--- config.mk ---
export PLATFORM = sky130hd
export DESIGN_NAME = sum_arbiter_ctrl
export DESIGN_NICKNAME = d
export VERILOG_FILES = /design/src/rtl/sum_arbiter_ctrl.sv
export SDC_FILE = /design/constraint.sdc
export NUM_CORES = 1
export LEC_CHECK = 0
export CAP_MARGIN = 20
export CORE_UTILIZATION = 50
export CTS_CLUSTER_DIAMETER = 60
export DETAILED_ROUTE_END_ITERATION = 8
export PLACE_DENSITY = 0.8
export SETUP_SLACK_MARGIN = 0.05
export SLEW_MARGIN = 30
export SYNTH_ARGS = -nofsm -noshare
export SYNTH_HDL_FRONTEND = slang
export SYNTH_SLANG_ARGS = --single-unit
--- constraint.sdc ---
create_clock -name clk -period 4.1 [get_ports clk]
set_input_delay 0.82 -clock clk [delete_from_list [all_inputs] [get_ports clk]]
set_output_delay 0.82 -clock clk [all_outputs]
set_load 0.02 [all_outputs]
--- src/rtl/sum_arbiter_ctrl.sv ---
// sum_arbiter_ctrl: two-requester round-robin arbiter in front of a serial
// triangular-number engine. The winning requester's N is summed as
// N + (N-1) + ... + 1 one term per cycle; the result is published on rout
// with a one-cycle done pulse tagged with the owner id.
//
// state   | meaning
// --------+--------------------------------------------------------------
// S_IDLE  | waiting for req0/req1; arbitrates and latches winner's N
// S_ACCUM | adds cnt into temp and decrements cnt until cnt reaches 0
// S_DONE  | done pulse cycle; returns to IDLE without sampling requests
module sum_arbiter_ctrl #(
    parameter int NW = 4,
    parameter int SW = 7
) (
    input  logic          clk,
    input  logic          rst_n,
    input  logic          req0,
    input  logic [NW-1:0] n0,
    input  logic          req1,
    input  logic [NW-1:0] n1,
    output logic          gnt0,
    output logic          gnt1,
    output logic          busy,
    output logic          done,
    output logic          done_id,
    output logic [SW-1:0] rout,
    output logic [SW-1:0] temp
);

    typedef enum logic [1:0] {
        S_IDLE  = 2'd0,
        S_ACCUM = 2'd1,
        S_DONE  = 2'd2
    } state_t;

    state_t        state_q, state_d;
    logic [NW-1:0] cnt_q, cnt_d;
    logic          cur_id_q, cur_id_d;
    logic          last_q, last_d;
    logic [SW-1:0] temp_q, temp_d;
    logic [SW-1:0] rout_q, rout_d;
    logic          gnt0_q, gnt0_d;
    logic          gnt1_q, gnt1_d;
    logic          busy_q, busy_d;
    logic          done_q, done_d;
    logic          done_id_q, done_id_d;
    logic          win;

    // Round-robin: a lone request wins; on a tie the side not granted last wins.
    assign win = req1 & (~req0 | ~last_q);

    // Next-state and registered-output computation.
    always_comb begin
        state_d   = state_q;
        cnt_d     = cnt_q;
        cur_id_d  = cur_id_q;
        last_d    = last_q;
        temp_d    = temp_q;
        rout_d    = rout_q;
        done_id_d = done_id_q;
        gnt0_d    = 1'b0;
        gnt1_d    = 1'b0;
        done_d    = 1'b0;

        case (state_q)
            S_IDLE: begin
                if (req0 || req1) begin
                    cnt_d    = win ? n1 : n0;
                    cur_id_d = win;
                    last_d   = win;
                    temp_d   = '0;
                    gnt0_d   = ~win;
                    gnt1_d   = win;
                    state_d  = S_ACCUM;
                end
            end
            S_ACCUM: begin
                if (cnt_q != '0) begin
                    temp_d = temp_q + {{(SW-NW){1'b0}}, cnt_q};
                    cnt_d  = cnt_q - 1'b1;
                end else begin
                    rout_d    = temp_q;
                    done_d    = 1'b1;
                    done_id_d = cur_id_q;
                    state_d   = S_DONE;
                end
            end
            S_DONE: begin
                state_d = S_IDLE;
            end
            default: begin
                state_d = S_IDLE;
            end
        endcase

        busy_d = (state_d != S_IDLE);
    end

    // State and output registers with synchronous active-low reset.
    always_ff @(posedge clk) begin
        if (!rst_n) begin
            state_q   <= S_IDLE;
            cnt_q     <= '0;
            cur_id_q  <= 1'b0;
            last_q    <= 1'b1;
            temp_q    <= '0;
            rout_q    <= '0;
            gnt0_q    <= 1'b0;
            gnt1_q    <= 1'b0;
            busy_q    <= 1'b0;
            done_q    <= 1'b0;
            done_id_q <= 1'b0;
        end else begin
            state_q   <= state_d;
            cnt_q     <= cnt_d;
            cur_id_q  <= cur_id_d;
            last_q    <= last_d;
            temp_q    <= temp_d;
            rout_q    <= rout_d;
            gnt0_q    <= gnt0_d;
            gnt1_q    <= gnt1_d;
            busy_q    <= busy_d;
            done_q    <= done_d;
            done_id_q <= done_id_d;
        end
    end

    assign gnt0    = gnt0_q;
    assign gnt1    = gnt1_q;
    assign busy    = busy_q;
    assign done    = done_q;
    assign done_id = done_id_q;
    assign rout    = rout_q;
    assign temp    = temp_q;

endmodule

==> results.md <==
* Minimum clock period at between 2 and 2.5 ns
* FF+latch count, synth at 27
* Critical Path Fanout Max at 16
* Sequential area share after synthesis at 0.4186
* Die Ht at 52.82 um
* Hold crit path type: reg -> reg
* Nature of the critical path endpoint: register
* Setup WS pre-CTS at 1.501 ns
* H-tree depth at 1
* Final instance area at 1638 um2
* Wire per inst at 14.46 um
* Nets at between 150 and 200
* Post-DP HPWL at roughly 2200 um
* Power Density at between 400 and 500 nW/um2
* DR vias/cell at 5.660
* Max-slew violations at 0
* Sw frac at 0.3974
* Antenna Nets Post-Route at 0
* Clock skew at 0.002852 ns
* Largest net degree at the start of global routing at 17
* Yosys cell types at 40
* Slew of the pin with the lowest slew margin at 0.8833 ns
* Global-route wire length before repair at 4712 um
* Vias in the first global route at 1035
* Max clock buf depth at 2
* Status: finished, final reports clean
* Grt ovf at 0
* Syn. warnings at 0
* Clock Latency Late Sink at 0.33 ns
* Synthesized area at 1291 um2
* Maximum VDD drop at 295.5 uV
* CTS tree: done
* Max Fclk at 436.6 MHz
* Layout cells sized above 1 at 0.08824
* Leakage at ~0.65 nW
* Number of clock sinks at 27
* Hold Buf Count CTS at 0
* Final Wtd Congestion at 0.8144
* Crit share post-route at 0.5587
* Max Cap Violations at 0
* Antenna cells at 0
* Die W at 52.82 um
* Final Power at approximately 0.78 mW
* Sequential share of power at 0.440
* Clk root buf: clkbuf_4
* Endpoints failing setup at 0
* Initial DRT Pass Iterations at 4
* Drt drc at 0
* Startpoint types: input pin
* RSZ-0062 raised after global routing: no
* TritonCTS buffer count at 3
* Std cell rows at 18
* Setup TNS at 0 ns
* Net Count, Synth at 158
* Initial antenna violation count at 0
* Syn Area/Cell at between 9 and 10 um2
* I/O pin cnt at 31
* Setup CP Type: in -> reg
* Internal power at 0.4722 mW
* Setup WS post-layout at 1.809 ns
* Data required, critical path at ~4.4 ns
* IO Port Bufs at 30
* Clock Pin Slew Worst Setup and Hold Paths at between 0.1 and 0.15 ns
* Slew margin rel. at 0.4085
* Fillers at approximately 220
* Post-CTS Resized at 0
* Comb pwr share at 0.414
* Die footprint at 2790 um2
* Post-CTS setup buffer count at 0
* Fin. Hold Viols at 0
* Placed Area at 1612 um2
* Syn Inst Count at 140
* Area delta synth->final at 26.84%
* GRT Resource Usage Total at 0.2396
* Clk pwr share at 0.146
* Starting density of the core at 0.5260
* Psw at 0.3113 mW
* Final wirelength at between 2000 and 3000 um
* Via count at 1132
* 1st-iter DRT viols at 32
* Crit path arrival time at 2.58 ns
* Core Region at 2455 um2
-- layout by cell type, fill, tap and decap left out, types with 2 or more instances in the layout --
master,netlist,final
and3_1,5,5
nand2b_1,2,2
a32o_1,2,2
inv_1,7,7
o211ai_1,3,3
o31a_1,2,2
o31ai_1,2,2
nor3_1,3,3
ha_1,5,5
clkbuf_4,0,3
clkdlybuf4s50_1,0,30
nor2_1,5,5
a21oi_1,14,14
mux2_2,3,3
nand2_1,17,17
o2111ai_1,2,2
nand3_1,9,9
dfxtp_1,27,27
a21o_1,3,3
o21ai_0,4,4
mux2i_1,2,2
-- cell families (layout without fill, tap and decap cells) --
| family | after synthesis | count (layout) | synth area share |
|---|---|---|---|
| AOI/OAI and AO/OA | 40 | 40 | 0.2229 |
| buffers and inverters | 12 | 42 | 0.03974 |
| DFF | 27 | 27 | 0.4186 |
| adders and majority gates | 6 | 6 | 0.06395 |
| muxes | 5 | 5 | 0.04167 |
| and+or+nand+nor | 48 | 48 | 0.1996 |
| xor gates and xnor gates | 2 | 2 | 0.01357 |
-- power by group through the flow --
stage	clock network (mW)	registers (mW)	logic, mW
after floorplan	0	0.356	0.221
after detailed placement	0	0.350	0.323
after global routing	0.126	0.350	0.356
after global placement	0	0.347	0.314
after CTS	0.117	0.344	0.324
final	0.115	0.344	0.324
-- worst paths after layout --
check             slack, ns  cells past startpoint     start  endpoint
hold reg to reg        0.46                      2   rout[5]   rout[5]
setup / recovery       1.81                      5     rst_n  cnt_q[3]
setup reg to reg       1.95                      6  cnt_q[0]   temp[5]
hold / removal         0.46                      2   rout[5]   rout[5]
-- routing by layer --
layer  share of wire  up-vias  global-route usage
met4           0.016        0             0.09211
met2            0.51       22              0.4262
li1                -      569                   -
met3           0.041        4             0.05507
met5               0        -                   0
met1            0.43      537              0.2730
-- per-stage QoR --
step | cells | util | hold slack (ns)
after floorplan | 140 | - | 0.4256
after global placement | 196 | 0.6565 | 0.4486
after detailed placement | 196 | 0.6565 | 0.4435
after CTS | 200 | 0.6672 | 0.4682
after global routing | 200 | 0.6672 | 0.4787
final | 200 | 0.6672 | 0.4647
-- cells in the mapped netlist --
cell       number  area, um2
fa_1            1      20.02
o211ai_1        3      22.52
a21oi_1        14      70.07
a21o_1          3      22.52
a21boi_0        1      7.510
a32o_1          2      20.02
nor3_1          3      15.01
o22a_1          1      8.760
a21boi_2        1      11.26
ha_1            5      62.56
nor4_4          1      21.27
o2111ai_1       2      17.52
and3_1          5      31.28
mux2_2          3      33.78
xnor2_1         1      8.760
o21ai_0         4      20.02
a21oi_4         1      16.27
a211oi_2        1      12.51
or2_2           1      6.260
xor2_1          1      8.760
nor3b_2         1      12.51
nor2_1          5      18.77
and2b_1         1      7.510
mux2i_1         2      20.02
nand2b_1        2      12.51
nor3_2          1      10.01
clkbuf_1        2      7.510
dfxtp_1        27      540.5
a211oi_1        1      7.510
nor3b_1         1      7.510
a22o_1          1      8.760
inv_1           7      26.28
nor2b_1         1      6.260
o31ai_1         2      15.01
nand2_1        17      63.81
nand3_1         9      45.04
buf_4           1      7.510
a211o_2         1      10.01
buf_2           2      10.01
o31a_1          2      17.52
-- worst max-delay path, stage by stage --
cell and delay (ns):
clkdlybuf4s50_1 0.65, inv_1 0.34, a21oi_4 0.34, and2b_1 0.25, o22a_1 0.17
-- sequential cells by signal, indices dropped and copies added, names as in the netlist --
name	count
done_id	1
temp	7
state_q	2
rout	7
gnt0	1
busy	1
last_q	1
done	1
gnt1	1
cnt_q	4
cur_id_q	1
-- area by class of cell --
class / instances / area, um2 / share of cell area
multi-input combinational: 101 / 699.4 / 0.4270
sequential: 27 / 540.5 / 0.3300
timing repair buffer: 31 / 307.8 / 0.1879
tap: 30 / 37.54 / 0.02292
clock buffer: 4 / 26.28 / 0.01604
inverter: 7 / 26.28 / 0.01604
Note: power is estimated with default switching activity, not from simulation.
